$ cat src/rtl/md_unit.sv
// rtl/md_unit.sv - iterative HI/LO multiply/divide unit, one bit per cycle.
// Build with MDU_DIV_EN defined to include DIV/DIVU; otherwise those op codes are ignored.
module md_unit (
  input  logic        clk,
  input  logic        rst,
  input  logic        start,
  input  logic [2:0]  op,
  input  logic [31:0] a,
  input  logic [31:0] b,
  output logic        busy,
  output logic        done,
  output logic [31:0] hi,
  output logic [31:0] lo
);

  typedef enum logic [1:0] {IDLE, RUN, FIX} state_t;

  localparam logic [2:0] OP_MULT  = 3'b000;
  localparam logic [2:0] OP_MULTU = 3'b001;
  localparam logic [2:0] OP_MTHI  = 3'b100;
  localparam logic [2:0] OP_MTLO  = 3'b101;
`ifdef MDU_DIV_EN
  localparam logic [2:0] OP_DIV   = 3'b010;
  localparam logic [2:0] OP_DIVU  = 3'b011;
`endif

  state_t      state, state_nxt;
  logic [4:0]  cnt;
  logic [64:0] acc;
  logic [31:0] opnd;
  logic        neg_q;

  logic        is_mul_in, is_div_in, md_req, sgn;
  logic [31:0] mag_a, mag_b;
  logic [32:0] mul_sum;
  logic [64:0] mul_step;
  logic [63:0] prod;

`ifdef MDU_DIV_EN
  logic        is_div, neg_r, b_zero;
  logic [31:0] a_raw;
  logic [32:0] div_part;
  logic        div_ge;
  logic [64:0] div_step;
  logic [31:0] quo, rem;
`endif

  // Request decode and operand magnitudes; even op codes are the signed variants.
  always_comb begin
    is_mul_in = (op == OP_MULT) || (op == OP_MULTU);
`ifdef MDU_DIV_EN
    is_div_in = (op == OP_DIV) || (op == OP_DIVU);
`else
    is_div_in = 1'b0;
`endif
    md_req = is_mul_in || is_div_in;
    sgn    = ~op[0];
    mag_a  = (sgn && a[31]) ? (~a + 32'd1) : a;
    mag_b  = (sgn && b[31]) ? (~b + 32'd1) : b;
  end

  // acc = {carry, partial product high, multiplier shifting out at the bottom}.
  always_comb begin
    mul_sum  = acc[64:32] + (acc[0] ? {1'b0, opnd} : 33'd0);
    mul_step = {1'b0, mul_sum, acc[31:1]};
    prod     = neg_q ? (~acc[63:0] + 64'd1) : acc[63:0];
  end

`ifdef MDU_DIV_EN
  // Restoring divide: acc[63:32] = partial remainder, acc[31:0] = dividend/quotient.
  always_comb begin
    div_part = {acc[63:32], acc[31]};
    div_ge   = div_part >= {1'b0, opnd};
    div_step = div_ge ? {1'b0, div_part[31:0] - opnd, acc[30:0], 1'b1}
                      : {1'b0, div_part[31:0], acc[30:0], 1'b0};
    quo      = neg_q ? (~acc[31:0] + 32'd1) : acc[31:0];
    rem      = neg_r ? (~acc[63:32] + 32'd1) : acc[63:32];
  end
`endif

  always_ff @(posedge clk) begin
    if (rst) state <= IDLE;
    else     state <= state_nxt;
  end

  always_comb begin
    state_nxt = state;
    busy      = (state != IDLE);
    case (state)
      IDLE:    if (start && md_req) state_nxt = RUN;
      RUN:     if (cnt == 5'd31)    state_nxt = FIX;
      FIX:     state_nxt = IDLE;
      default: state_nxt = IDLE;
    endcase
  end

  always_ff @(posedge clk) begin
    if (rst) begin
      hi    <= 32'd0;
      lo    <= 32'd0;
      done  <= 1'b0;
      cnt   <= 5'd0;
      acc   <= 65'd0;
      opnd  <= 32'd0;
      neg_q <= 1'b0;
`ifdef MDU_DIV_EN
      is_div <= 1'b0;
      neg_r  <= 1'b0;
      b_zero <= 1'b0;
      a_raw  <= 32'd0;
`endif
    end else begin
      done <= 1'b0;
      case (state)
        IDLE: begin
          if (start && md_req) begin
            cnt   <= 5'd0;
            neg_q <= sgn & (a[31] ^ b[31]);
`ifdef MDU_DIV_EN
            is_div <= is_div_in;
            neg_r  <= sgn & a[31];
            b_zero <= (b == 32'd0);
            a_raw  <= a;
            opnd   <= is_div_in ? mag_b : mag_a;
            acc    <= is_div_in ? {33'd0, mag_a} : {33'd0, mag_b};
`else
            opnd   <= mag_a;
            acc    <= {33'd0, mag_b};
`endif
          end else if (start && op == OP_MTHI) begin
            hi <= a;
          end else if (start && op == OP_MTLO) begin
            lo <= a;
          end
        end
        RUN: begin
          cnt <= cnt + 5'd1;
`ifdef MDU_DIV_EN
          acc <= is_div ? div_step : mul_step;
`else
          acc <= mul_step;
`endif
        end
        FIX: begin
          done <= 1'b1;
`ifdef MDU_DIV_EN
          if (is_div) begin
            lo <= b_zero ? 32'hFFFF_FFFF : quo;
            hi <= b_zero ? a_raw : rem;
          end else begin
            hi <= prod[63:32];
            lo <= prod[31:0];
          end
`else
          hi <= prod[63:32];
          lo <= prod[31:0];
`endif
        end
        default: ;
      endcase
    end
  end

endmodule

$ cat config.mk
export PLATFORM = sky130hd
export DESIGN_NAME = md_unit
export DESIGN_NICKNAME = d
export VERILOG_FILES = /design/src/rtl/md_unit.sv
export SDC_FILE = /design/constraint.sdc
export NUM_CORES = 1
export LEC_CHECK = 0
export ABC_AREA = 1
export BUFFER_PORTS_ARGS = -buffer_cell sky130_fd_sc_hd__buf_4
export CORE_MARGIN = 2
export CORE_UTILIZATION = 35
export CTS_CLUSTER_SIZE = 12
export DETAILED_ROUTE_END_ITERATION = 10
export GPL_TIMING_DRIVEN = 0
export PLACE_DENSITY = 0.6
export SYNTH_ARGS = -nofsm -noshare
export SYNTH_HDL_FRONTEND = slang
export SYNTH_SLANG_ARGS = --single-unit
$ cat constraint.sdc
create_clock -name clk -period 6.4 [get_ports clk]
set_input_delay 0.64 -clock clk [delete_from_list [all_inputs] [get_ports clk]]
set_output_delay 0.64 -clock clk [all_outputs]
set_load 0.05 [all_outputs]
======== Yosys cells after proc, flatten, opt, wreduce, memory -nomap -nowiden ========
Cells that the tools add are included.
word-level totals
  register bits after elaboration ......... 170
  input bits .............................. 70
  output and inout port bits .............. 66
  word-level logic and storage cells ...... 66
operators by class
  add/subtract/negate cells ............... 5
  equality and inequality tests ........... 12
  multiplexer cells ....................... 19
  bitwise logic cells ..................... 6
  reduce and logical (&&, ||, !) cells .... 16
operators with widths
  cell                     number
  $mux W32                 8
  $pmux W65 S2             1
  $pmux W32 S2             2
  $mux W65                 1
  $add A32 B1 Y32 const B  2
  $add A64 B1 Y64 const B  1
  $mux W64                 1
  $not A32 Y32             2
  $not A64 Y64             1
  $add A33 B32 Y33         1
  $ne A2 B2 Y1 const B     6
  $pmux W5 S2              1
  $eq A3 B3 Y1 const B     2
  $reduce_and A2 Y1        3
  $reduce_bool A2 Y1       3
  $add A5 B1 Y5 const B    1
  $eq A5 B5 Y1 const B     1
  $logic_and A1 B1 Y1      5
  $mux W5                  1
  $mux W2                  2
  $pmux W2 S2              1
  $reduce_and A4 Y1        1
  $eq A3 B1 Y1 const B     1
  $logic_not A3 Y1         1
  other kinds (9)          9

======== Longest topological paths before layout ========
  depth in word-level cells ............... 6
  gate-level depth with buffers ........... 18
  mapped depth without buffers ............ 16

======== Worst setup path after synthesis ========
Ideal clock, no wire load.
  path kind ............................... register to register
  start point ............................. register acc[0]
  end point ............................... register acc[47]
  setup time .............................. 0.070 ns
  arrival time ............................ 2.133 ns
  required time ........................... 6.330 ns
  path slack .............................. 4.196 ns
  cell stages (with the launch flop) ...... 18
  path buffers ............................ 2
  period minus slack after synthesis ...... 2.204 ns
  cell sequence ........................... dfxtp_1 buf_6 clkbuf_1 nand2_1 inv_1 ha_1 inv_1 fa_1 inv_1 nand3_1 nand3_1 nand2_1 nand2_1 nand3_1 nand2_1 or2_2 nand2_1 a21oi_1
on the way
  cells in the longest elaborated chain, start to end .. 3
ends and longest elaborated chain
  element                   RTL line  source
  start: declaration        29        logic [64:0] acc;
  start signal: assignment  128       acc <= {33'd0, mag_b};
  start signal: assignment  141       acc <= mul_step;
  $mux W32                  64        mul_sum = acc[64:32] + (acc[0] ? {1'b0, opnd} : 33'd0);
  $add A33 B32 Y33          64
  $pmux W65 S2              114       case (state)
No other way between the ends.
A chain may end at the register's enable or synchronous reset.

======== Final worst setup path ========
  start point ............................. register acc[0]
  end point ............................... register acc[63]
Same word-level chain as after synthesis.

==> run summary <==
Status: completed
DRC: 0
Vias in the first global route: 14500
Fin. max-slew vios: 0
Initial Utilization: 0.354
Num CTS Buffers: 17
Tmin final: 2.98 ns
Synth cell types: 48
DRT iter0 DRCs: 1935
Initial antenna violation count: 1
Setup TNS: 0 ns
Hold Path Class: reg2reg
Grt ovf: 0
Setup-failing EPs final: 0
Die area: 39500 um2
Mean post-synth cell area: 5.76 um2
Clock root buffer: clkbuf_16
VDD IR max: 165 uV
Max Cap Viol: 0
Top cells by area, synth: dfxtp_1 26%, nand2_1 17%, inv_1 8.9%
Drt pass-1 iters: 6
Routed vias: 16100
Total wire length: 62000 um
Mapped Cells: 2301
WL met3: 6120 um
M1 WL: 28900 um
Placed cell count: 2946
FILL cells: 4215
Relative slew slack: 0.309
Proportion of layout cells with a drive suffix above 1: 0.110
RR Startpoint: acc[0]
Die width: 199 um
Reg area: 3380 um2
First-pass GRT wire length: 89500 um
Final instance count without filler cells: 2978
Crit path cell chain: buf_6 -> clkbuf_1 -> nand2_1 -> inv_1 -> ha_1 -> inv_1 -> fa_1 -> inv_1 -> nand3_1 -> nand3_1 -> nand2_1 -> nand2_1 -> nand3_1 -> nand2_1 -> nand2_1 -> nand2_1 -> nand2_1 -> a21oi_1
Worst Reg2Reg Path Length in Cells: 18
DR vias/cell: 5.41
Clock Tree Buf Depth: 2
Clk_skew: 0.0131 ns
Synth Register Bits: 169
Average wire per standard cell: 20.8 um
Gr usage total: 0.310
Cts repair resizes: 0
Hold wc startpoint: cnt[4]
Remaining antenna violation count: 0
EDFF count, synth: 0
Critical Path Max Stage Delay: 0.43 ns
Worst EP arrival: 3.35 ns
RSZ-0062 raised after global routing: no
Worst-case hold path end point: cnt[4]
Critical path type: reg2reg
Worst endpoint required time: 6.77 ns
Utilization after layout: 0.413
Worst slew pin tran: 1.04 ns
Post-synth top area share: 0.255
Seq/Total Area, Yosys: 0.255
Critical Path Source: acc[0]
Post-CTS Setup Bufs: 0
Lkg Pwr: 7.82 nW
CTS H-tree depth: 4
GPL Wtd Cong: 0.989
P&R area growth vs syn: 16.7%
Post-DP HPWL: 50600 um
Synth area leader: dfxtp_1
CTS sink count: 169
Tot Pwr: 2.83 mW
Mapped Nets: 2409
Part of the cycle the worst path needs: 0.465
Crit path buf inv count: 5
Area of the multi-input gates: 8260 um2
PwrDens: 183 nW/um2
Startpoint Class: flop
Worst skew pair latency: 0.46 ns
Most used cell, CP: nand2_1
Core area: 37500 um2
Ys Warns: 0
Antenna diode count: 0
Family with the most delay on the worst path: simple AND/OR/NAND/NOR gates
Met2 routed WL: 25000 um
Worst Setup End Kind: flop
Final Hold Viols: 0
Mapped cell area: 13300 um2
Crit-path slowest cell: clkbuf_1
# rows: 71
Port-buffer cells: 134
Hold depth: 2
Reg2reg setup slack: 3.42 ns
Worst-path clk slew: 0.08 ns
DIE HEIGHT: 199 um
R2R Path End: acc[63]
Crit-path max FO: 10
I/O pin count: 136
Max Freq: 0.336 GHz
Top layer used by detailed routing: met4
Hold buffers post-CTS: 0
Asr flop ratio synth: 0
CTS tree: built
Final net count: 2562
Most used DFF post-synth: dfxtp_1
Pin count of the biggest net entering global routing: 18
layout make-up:
cell class,instances,area share
clock buffers,18,0.0284
repair buffers,134,0.0650
multi-input cells,1721,0.534
flip-flops and latches,169,0.219
well taps,511,0.0413
plain buffers,84,0.0253
inverters,327,0.0794
clock inverters,14,0.00817
cell usage after synthesis, types with 2 or more instances:
library cell	count
clkbuf_1	45
ha_1	37
a22oi_1	3
o21bai_1	6
nand3b_1	18
nand2_2	13
inv_2	12
o21ai_2	3
or2_2	10
buf_4	9
nand3_1	231
nor4_1	3
o21ai_0	143
o211ai_1	6
nand2_1	601
a21o_1	2
nand4_1	28
a31oi_1	17
o221ai_1	4
dfxtp_1	169
o21ai_4	2
buf_2	27
xor2_1	24
o21ai_1	5
nor2_1	307
nor3_1	13
nor2_4	5
nor2_2	13
o21a_1	4
inv_1	313
o22ai_1	23
a21oi_1	186
nand3_4	3
nand3_2	2
stage by stage:
step           setup slack [ns]  cell area [um2]  hold WS (ns)
3_3_place_gp               3.55            14900         0.456
4_1_cts                    3.50            15500         0.475
5_1_grt                    3.25            15500         0.498
3_5_place_dp               3.52            14900         0.466
6_report                   3.42            15500         0.473
2_1_floorplan              4.20            13300         0.443
power breakdown:
part | internal (mW) | leakage, nW | total (mW) | switching, mW
logic | 0.184 | 6.17 | 0.658 | 0.475
clock network | 0.526 | 0.281 | 1.05 | 0.525
registers | 1.09 | 1.37 | 1.12 | 0.0310
total | 1.80 | 7.82 | 2.83 | 1.03
sequential cells by signal, indices dropped and copies added, names as in the netlist:
name   cells
hi        32
cnt        5
lo        32
opnd      32
neg_q      1
state      2
done       1
acc       64
worst register-to-register path, stage by stage (launching register included):
cell      delay (ns)
dfxtp_1         0.33
buf_6           0.16
clkbuf_1        0.44
nand2_1         0.11
inv_1           0.09
ha_1            0.20
inv_1           0.07
fa_1            0.39
inv_1           0.13
nand3_1         0.09
nand3_1         0.14
nand2_1         0.07
nand2_1         0.17
nand3_1         0.10
nand2_1         0.13
nand2_1         0.06
nand2_1         0.06
nand2_1         0.04
a21oi_1         0.12
logic make-up (layout without fill, tap and decap cells):
family | count (synthesis) | in the layout | synth area share
flip-flops | 169 | 169 | 0.255
XOR/XNOR | 24 | 24 | 0.0159
AO/OA/AOI/OAI | 407 | 407 | 0.166
adder cells (fa/ha/maj) | 38 | 38 | 0.0364
buffers and inverters | 411 | 577 | 0.122
AND/OR/NAND/NOR | 1252 | 1252 | 0.405
worst max path at each step:
stage                     cells after the start       to  slack, ns
after floorplan                              17  acc[47]       4.20
after global placement                       17  acc[61]       3.55
after detailed placement                     17  acc[59]       3.52
after CTS                                    18  acc[63]       3.50
after global routing                         18  acc[63]       3.25
final                                        18  acc[63]       3.42
cells in the final DEF, fill, tap and decap left out, types with 4 or more instances in the layout:
master and n:
nor2_2 13, o21a_1 4, inv_6 4, inv_1 313, or2_2 10, nand3_1 231, inv_8 5, o21bai_1 6
ha_1 37, clkbuf_1 45, nand2_2 13, nor2_1 307, nand4_1 28, o22ai_1 23, o21ai_0 143, a31oi_1 17
dfxtp_1 169, nand3b_1 18, xor2_1 24, a21oi_1 186, o211ai_1 6, nor3_1 13, nand2_1 601, clkbuf_16 17
nor2_4 5, buf_2 27, inv_2 12, buf_4 143, o221ai_1 4, o21ai_1 5
routing by layer:
metal,vias up,global-route usage
li1,7713,-
met1,7448,0.451
met2,844,0.447
met3,97,0.0760
met4,0,0.0956
met5,-,0
Power figures use the tool's default switching activity.
